==> src/rtl/godai_trace_pkg.sv <==
// rtl/godai_trace_pkg.sv - shared constants for the Godai trace recorder
package godai_trace_pkg;

   localparam int FLAG_JUMP   = 0;
   localparam int FLAG_BRDEC  = 1;
   localparam int FLAG_PCSET  = 2;
   localparam int FLAG_BRREQ  = 3;
   localparam int FLAG_DECODE = 4;
   localparam int FLAG_MEM    = 5;
   localparam int FLAG_RSVD   = 6;
   localparam int FLAG_OVF    = 7;

   localparam int REC_FLAGS_LSB = 0;
   localparam int REC_MEM_LSB   = 8;

   function automatic int rec_instr_lsb(input int cnt_w);
      return REC_MEM_LSB + cnt_w;
   endfunction

   function automatic int rec_ts_lsb(input int cnt_w);
      return REC_MEM_LSB + 2 * cnt_w;
   endfunction

   localparam logic [1:0] ST_IDLE    = 2'd0;
   localparam logic [1:0] ST_RUN     = 2'd1;
   localparam logic [1:0] ST_STOPPED = 2'd2;

endpackage

==> src/rtl/godai_trace_fifo.sv <==
// rtl/godai_trace_fifo.sv - synchronous show-ahead FIFO with occupancy output
module godai_trace_fifo
   import godai_trace_pkg::*;
#(
   parameter int WIDTH = 8,
   parameter int DEPTH = 16,
   localparam int LW   = $clog2(DEPTH) + 1
) (
   input  logic             clk,
   input  logic             rst_n,
   input  logic             i_clear,
   input  logic             i_push,
   input  logic [WIDTH-1:0] i_data,
   input  logic             i_pop,
   output logic [WIDTH-1:0] o_data,
   output logic             o_valid,
   output logic             o_full,
   output logic [LW-1:0]    o_level
);

   localparam int AW = $clog2(DEPTH);

   logic [WIDTH-1:0] r_mem [DEPTH];
   logic [AW:0]      r_wptr;
   logic [AW:0]      r_rptr;
   logic [LW-1:0]    w_level;

   always_ff @(posedge clk or negedge rst_n) begin
      if (!rst_n) begin
         r_wptr <= '0;
         r_rptr <= '0;
      end else if (i_clear) begin
         r_wptr <= '0;
         r_rptr <= '0;
      end else begin
         if (i_push) r_wptr <= r_wptr + 1'b1;
         if (i_pop)  r_rptr <= r_rptr + 1'b1;
      end
   end

   // Push into a full FIFO is only issued alongside a pop, so the slot written is the head being vacated.
   always_ff @(posedge clk) begin
      if (i_push && !i_clear) r_mem[r_wptr[AW-1:0]] <= i_data;
   end

   assign w_level = r_wptr - r_rptr;
   assign o_level = w_level;
   assign o_valid = (w_level != '0);
   assign o_full  = (w_level == LW'(DEPTH));
   assign o_data  = o_valid ? r_mem[r_rptr[AW-1:0]] : '0;

endmodule

==> src/rtl/godai_trace_capture.sv <==
// rtl/godai_trace_capture.sv - timestamped core trace recorder; GODAI_TRACE_FILTER_EN adds event_mask_i
module godai_trace_capture
   import godai_trace_pkg::*;
#(
   parameter int  TS_WIDTH     = 32,
   parameter int  CNT_WIDTH    = 32,
   parameter int  DEPTH        = 16,
   parameter int  OVF_WIDTH    = 16,
   parameter bit  STOP_ON_FULL = 1'b0,
   localparam int REC_WIDTH    = TS_WIDTH + 2 * CNT_WIDTH + 8,
   localparam int LVL_WIDTH    = $clog2(DEPTH) + 1
) (
   input  logic                 clk,
   input  logic                 rst_n,
   input  logic                 enable_i,
   input  logic                 clear_i,
   input  logic                 jump_done_i,
   input  logic                 branch_decision_i,
   input  logic                 is_decoding_i,
   input  logic                 pc_set_i,
   input  logic                 branch_req_i,
   input  logic                 id_ready_i,
   input  logic [CNT_WIDTH-1:0] instr_count_i,
   input  logic [CNT_WIDTH-1:0] mem_req_count_i,
`ifdef GODAI_TRACE_FILTER_EN
   input  logic [5:0]           event_mask_i,
`endif
   output logic                 trace_valid_o,
   input  logic                 trace_ready_i,
   output logic [REC_WIDTH-1:0] trace_data_o,
   output logic [LVL_WIDTH-1:0] level_o,
   output logic [OVF_WIDTH-1:0] overflow_count_o,
   output logic                 stopped_o
);

   logic [1:0]           r_state;
   logic [TS_WIDTH-1:0]  r_ts;
   logic [CNT_WIDTH-1:0] r_last_mem;
   logic [OVF_WIDTH-1:0] r_ovf;
   logic                 r_marker;

   logic [5:0]           w_mask;
   logic [7:0]           w_flags;
   logic [REC_WIDTH-1:0] w_rec;
   logic                 w_run, w_event, w_push, w_pop, w_drop, w_full;

`ifdef GODAI_TRACE_FILTER_EN
   assign w_mask = event_mask_i;
`else
   assign w_mask = 6'h3F;
`endif

   always_comb begin
      w_flags              = '0;
      w_flags[FLAG_JUMP]   = jump_done_i;
      w_flags[FLAG_BRDEC]  = branch_decision_i;
      w_flags[FLAG_PCSET]  = pc_set_i;
      w_flags[FLAG_BRREQ]  = branch_req_i;
      w_flags[FLAG_DECODE] = is_decoding_i & id_ready_i;
      w_flags[FLAG_MEM]    = (mem_req_count_i != r_last_mem);
      w_flags[FLAG_RSVD]   = 1'b0;
      w_flags[FLAG_OVF]    = r_marker;
   end

   always_comb begin
      w_rec = '0;
      w_rec[REC_FLAGS_LSB +: 8]                   = w_flags;
      w_rec[REC_MEM_LSB +: CNT_WIDTH]             = mem_req_count_i;
      w_rec[rec_instr_lsb(CNT_WIDTH) +: CNT_WIDTH] = instr_count_i;
      w_rec[rec_ts_lsb(CNT_WIDTH) +: TS_WIDTH]     = r_ts;
   end

   // Masking gates only the capture decision; the stored flags keep every raw strobe.
   assign w_run   = (r_state == ST_RUN);
   assign w_event = w_run && ((w_flags[5:0] & w_mask) != 6'h00);
   assign w_pop   = trace_valid_o & trace_ready_i & ~clear_i;
   assign w_push  = w_event & (~w_full | w_pop) & ~clear_i;
   assign w_drop  = w_event & w_full & ~w_pop & ~clear_i;

   always_ff @(posedge clk or negedge rst_n) begin
      if (!rst_n) begin
         r_state    <= ST_IDLE;
         r_ts       <= '0;
         r_last_mem <= '0;
         r_ovf      <= '0;
         r_marker   <= 1'b0;
      end else if (clear_i) begin
         r_state    <= ST_IDLE;
         r_ts       <= '0;
         r_last_mem <= '0;
         r_ovf      <= '0;
         r_marker   <= 1'b0;
      end else begin
         if (w_run) begin
            r_ts       <= r_ts + TS_WIDTH'(1);
            r_last_mem <= mem_req_count_i;
         end
         if (w_drop) begin
            if (r_ovf != '1) r_ovf <= r_ovf + OVF_WIDTH'(1);
            r_marker <= 1'b1;
         end else if (w_push) begin
            r_marker <= 1'b0;
         end
         case (r_state)
            ST_IDLE:    if (enable_i) r_state <= ST_RUN;
            ST_RUN: begin
               if (w_drop && STOP_ON_FULL) r_state <= ST_STOPPED;
               else if (!enable_i)         r_state <= ST_IDLE;
            end
            ST_STOPPED: r_state <= ST_STOPPED;
            default:    r_state <= ST_IDLE;
         endcase
      end
   end

   godai_trace_fifo #(
      .WIDTH (REC_WIDTH),
      .DEPTH (DEPTH)
   ) u_fifo (
      .clk     (clk),
      .rst_n   (rst_n),
      .i_clear (clear_i),
      .i_push  (w_push),
      .i_data  (w_rec),
      .i_pop   (w_pop),
      .o_data  (trace_data_o),
      .o_valid (trace_valid_o),
      .o_full  (w_full),
      .o_level (level_o)
   );

   assign overflow_count_o = r_ovf;
   assign stopped_o        = (r_state == ST_STOPPED);

endmodule

==> config.mk <==
export PLATFORM = sky130hd
export DESIGN_NAME = godai_trace_capture
export DESIGN_NICKNAME = d
export VERILOG_FILES = /design/src/rtl/godai_trace_pkg.sv /design/src/rtl/godai_trace_fifo.sv /design/src/rtl/godai_trace_capture.sv
export SDC_FILE = /design/constraint.sdc
export NUM_CORES = 2
export LEC_CHECK = 0
export CAP_MARGIN = 20
export CORE_MARGIN = 3
export CORE_UTILIZATION = 62
export DETAILED_ROUTE_END_ITERATION = 10
export DONT_BUFFER_PORTS = 1
export GPL_TIMING_DRIVEN = 0
export PLACE_DENSITY = 0.78
export SYNTH_ARGS = -nofsm -noshare
export SYNTH_HDL_FRONTEND = slang
export SYNTH_SLANG_ARGS = --single-unit
==> constraint.sdc <==
create_clock -name clk -period 25.7 [get_ports clk]
set_input_delay 3.855 -clock clk [delete_from_list [all_inputs] [get_ports clk]]
set_output_delay 3.855 -clock clk [all_outputs]
set_load 0.05 [all_outputs]
==> results.md <==
- Sequential power share: a little over two fifths
- Area Overhead vs Synth: 15.44%
- CTS tree: yes
- Layout cells sized above 1: 29.38%
- Upper clock frequency limit: between 80 and 90 MHz
- Yosys reg bits: 1741
- Drt total wl: approximately 190000 um
- # fillers: roughly 5.5k
- Setup-failing EPs final: 0
- Number of global-route vias before repair: between 30k and 40k
- DP Wirelength: approximately 110000 um
- Async S/R FF share, synth: between 5 and 6%
- Clock transition at path regs: about 60 ps
- Setup Buffers After CTS: 0
- Top cells by area, synth: edfxtp_1 (73%), mux4_2 (17%), dfrtp_1 (3.5%)
- Worst-Skew Late Latency: 760 ps
- Crit path launch type: flop
- CP bufs+invs: 7
- # DRC: 0
- Pin count of the biggest net entering global routing: 94
- CTS max path bufs: 3
- Outcome: complete, no violations
- Initial drt markers: 6299
- Cell type with the largest total area after synthesis: edfxtp_1
- Nets@finish: between 3k and 4k
- Hold WC Path Type: reg2reg
- Tightest Pin Transition: between 1000 and 1500 ps
- Crit path kind: reg2out
- Comb power frac: roughly a quarter
- Post-Synthesis Cells: around 3.0k
- # diodes: 0
- Final ANT Viol Nets: 0
- Clk root buf: clkbuf_16
- Post-layout min period: 11570 ps
- Crit path DAT: just under 8000 ps
- Post-DR wirelength/cell: 38.11 um
- Mapped Area: approximately 0.067 mm^2
- Max_cap viols: 0
- Power Total: approximately 7.4 mW
- RSZ-0062 raised after global routing: no
- Antenna violations before repair: 8
- Endpoints failing hold: 0
- Port bufs: 0
- GRT Util Overall: 33.91%
- Vert. Die Dim: roughly 340 um
- Synthesized area per cell: ~23 um^2
- Hold Buf Count CTS: 0
- GP Congestion: between 0.8 and 0.9
- Sw Share: 30.63%
- Area of the core: between 0.1 and 0.15 mm^2
- Clock power share: between 30% and 40%
- Total clock sinks: 1741
- P_sw: approximately 2.3 mW
- CP Cell Sequence: clkbuf_1 -> buf_1 -> buf_1 -> inv_1 -> fa_1 -> xor2_2 -> and4b_1 -> o22ai_4 -> buf_12 -> clkbuf_1 -> clkbuf_1 -> and2_1
- Final Non-Filler Cells: just under 5k
- Crit share post-route: a little under half
- Initial Utilization: 62.74%
- Max FO, Critical Path: 10
- Critical path endpoint category: output pin
- VDD IR-drop max: between 100 and 150 uV
- Crit path max-delay family: buffers and inverters
- Worst Skew: between 20 and 30 ps
- Final core occ: ~72%
- TritonCTS Buffers: around 170
- Min Hold Slack: 552.4 ps
- Crit-path max cell delay: approximately 930 ps
- First-pass GRT wire length: ~270000 um
- DIE AREA: about 0.11 mm^2
- DR pass1 iterations: 6
- Die span in x: around 340 um
- Leakage Power: about 25 nW
- Setup slack after layout: roughly 14000 ps
- Post-synth EDFFs: about 1.6k
- Via density: ~7.3
- Unique masters post-synth: 56
- Post-cts resize count: 0
- Grt ovf: 0
- Fin. max-slew vios: 0
- Synth Net Count: roughly 3.1k
- Pwr dens: approximately 95 mW/mm^2
- Most used cell, CP: clkbuf_1
- Top_reg_cell synth: edfxtp_1
- YS warnings: 0
- Worst Path Required: approximately 22000 ps
- Row cnt: 120
- Dpl ws: 15220 ps
- Sequential fraction of the synthesis area: 76.82%
- Synth top area share: 73.37%
- Cells after DPL: 4587
- H-tree Lvls: 4
- IO Pins: between 200 and 250
- Max_slew headroom: between 10% and 20%
- Via count: about 36k
- CP max-delay cell: buf_1
- Int Power: between 5 and 6 mW
## cell type report
cell class | instances | area (um^2) | share of cell area [%]
sequential | 1741 | 51810 | 66.54
multi-input combinational | 1059 | 15030 | 19.31
clock buffer | 220 | 4576 | 5.876
timing repair buffer | 237 | 3232 | 4.151
tap | 1403 | 1755 | 2.254
clock inverter | 78 | 745.7 | 0.9577
buffer | 159 | 651.9 | 0.8372
inverter | 15 | 56.30 | 0.07231
## per-layer routing
metal	global-route usage (%)	vias to the layer above	wire length (um)	part of all wire, %
met5	0	-	13	0.0069
met3	9.515	642	23490	13
li1	-	13285	-	-
met1	44.64	18577	62440	33
met4	15.77	2	9886	5.3
met2	53.66	3228	91390	49
## kinds of logic after synthesis
kind of cell | synth area share (%)
compound gates | 0.6734
xor+xnor | 0.8162
fa+ha+maj | 0.2337
buf+inv | 1.048
flops | 76.82
mux | 17.37
other cells | 0.005560
simple gates | 3.031
## cell usage in the layout, fill, tap and decap left out, drive strengths merged, types with 9 or more instances in the layout
cell type | Yosys | layout
clkbuf | 105 | 326
or3 | 9 | 9
a21oi | 52 | 52
mux4 | 515 | 515
and3 | 9 | 9
buf | 54 | 290
nor2b | 9 | 9
clkinv | 1 | 58
inv | 14 | 17
dfrtp | 93 | 93
nand3 | 17 | 17
o21ai | 9 | 9
ha | 11 | 11
edfxtp | 1648 | 1648
nor2 | 43 | 43
nor4 | 12 | 12
nor3 | 23 | 23
nand2 | 94 | 94
and2 | 107 | 107
xor2 | 20 | 20
bufinv | 0 | 15
xnor2 | 42 | 42
nand4 | 32 | 32
## sequential cells by signal (all words and copies together), names as in the netlist
register	count
overflow_count_o	16
r_last_mem	32
u_fifo.r_rptr	5
r_ts	32
u_fifo.r_wptr	5
u_fifo.r_mem	1648
r_marker	1
r_state	2
## synth_stat cells (31+ instances only)
library cell	count
buf_1	31
and2_1	105
xnor2_1	42
nor2_1	43
dfrtp_1	93
clkbuf_1	105
edfxtp_1	1648
nand2_1	94
mux4_2	515
a21oi_1	52
nand4_1	32
## worst reg2reg max path, cell delays in order (launching register included)
cell	delay (ps)
dfrtp_1	370
clkbuf_1	840
buf_1	930
buf_1	670
inv_1	220
fa_1	540
xor2_2	640
and4b_1	320
or2_1	240
and2_4	140
buf_6	130
or3_4	400
buf_6	160
buf_8	160
nor3_4	780
buf_16	250
buf_8	190
buf_16	180
buf_16	170
buf_16	180
## worst paths after layout
path / startpoint / end / slack (ps) / cells past startpoint
setup / recovery: u_fifo.r_rptr[1] / trace_data_o[93] / 14130 / 12
hold / removal: r_last_mem[13] / r_last_mem[13] / 550 / 2
setup reg to reg: u_fifo.r_rptr[1] / u_fifo.r_mem[1][58] / 17880 / 19
hold reg to reg: r_last_mem[13] / r_last_mem[13] / 550 / 2
max in group asynchronous: rst_n / overflow_count_o[4] / 22630 / 0
min in group asynchronous: rst_n / r_last_mem[2] / 2810 / 0
## through the flow
step | cell area, um^2 | TNS (ps)
2_1_floorplan | 67450 | 0
3_3_place_gp | 69210 | -247840
3_5_place_dp | 72170 | 0
4_1_cts | 77500 | 0
5_1_grt | 77870 | 0
6_report | 77870 | 0
## power groups by stage
stage | clock network (mW) | logic [mW] | registers, mW
final | 2.44 | 1.85 | 3.12
after floorplan | 0 | 1.35 | 3.18
after global placement | 0 | 1.73 | 3.18
after global routing | 2.56 | 1.92 | 3.12
after detailed placement | 0 | 1.79 | 3.18
after CTS | 2.45 | 1.82 | 3.12
Power figures use the tool's default switching activity.
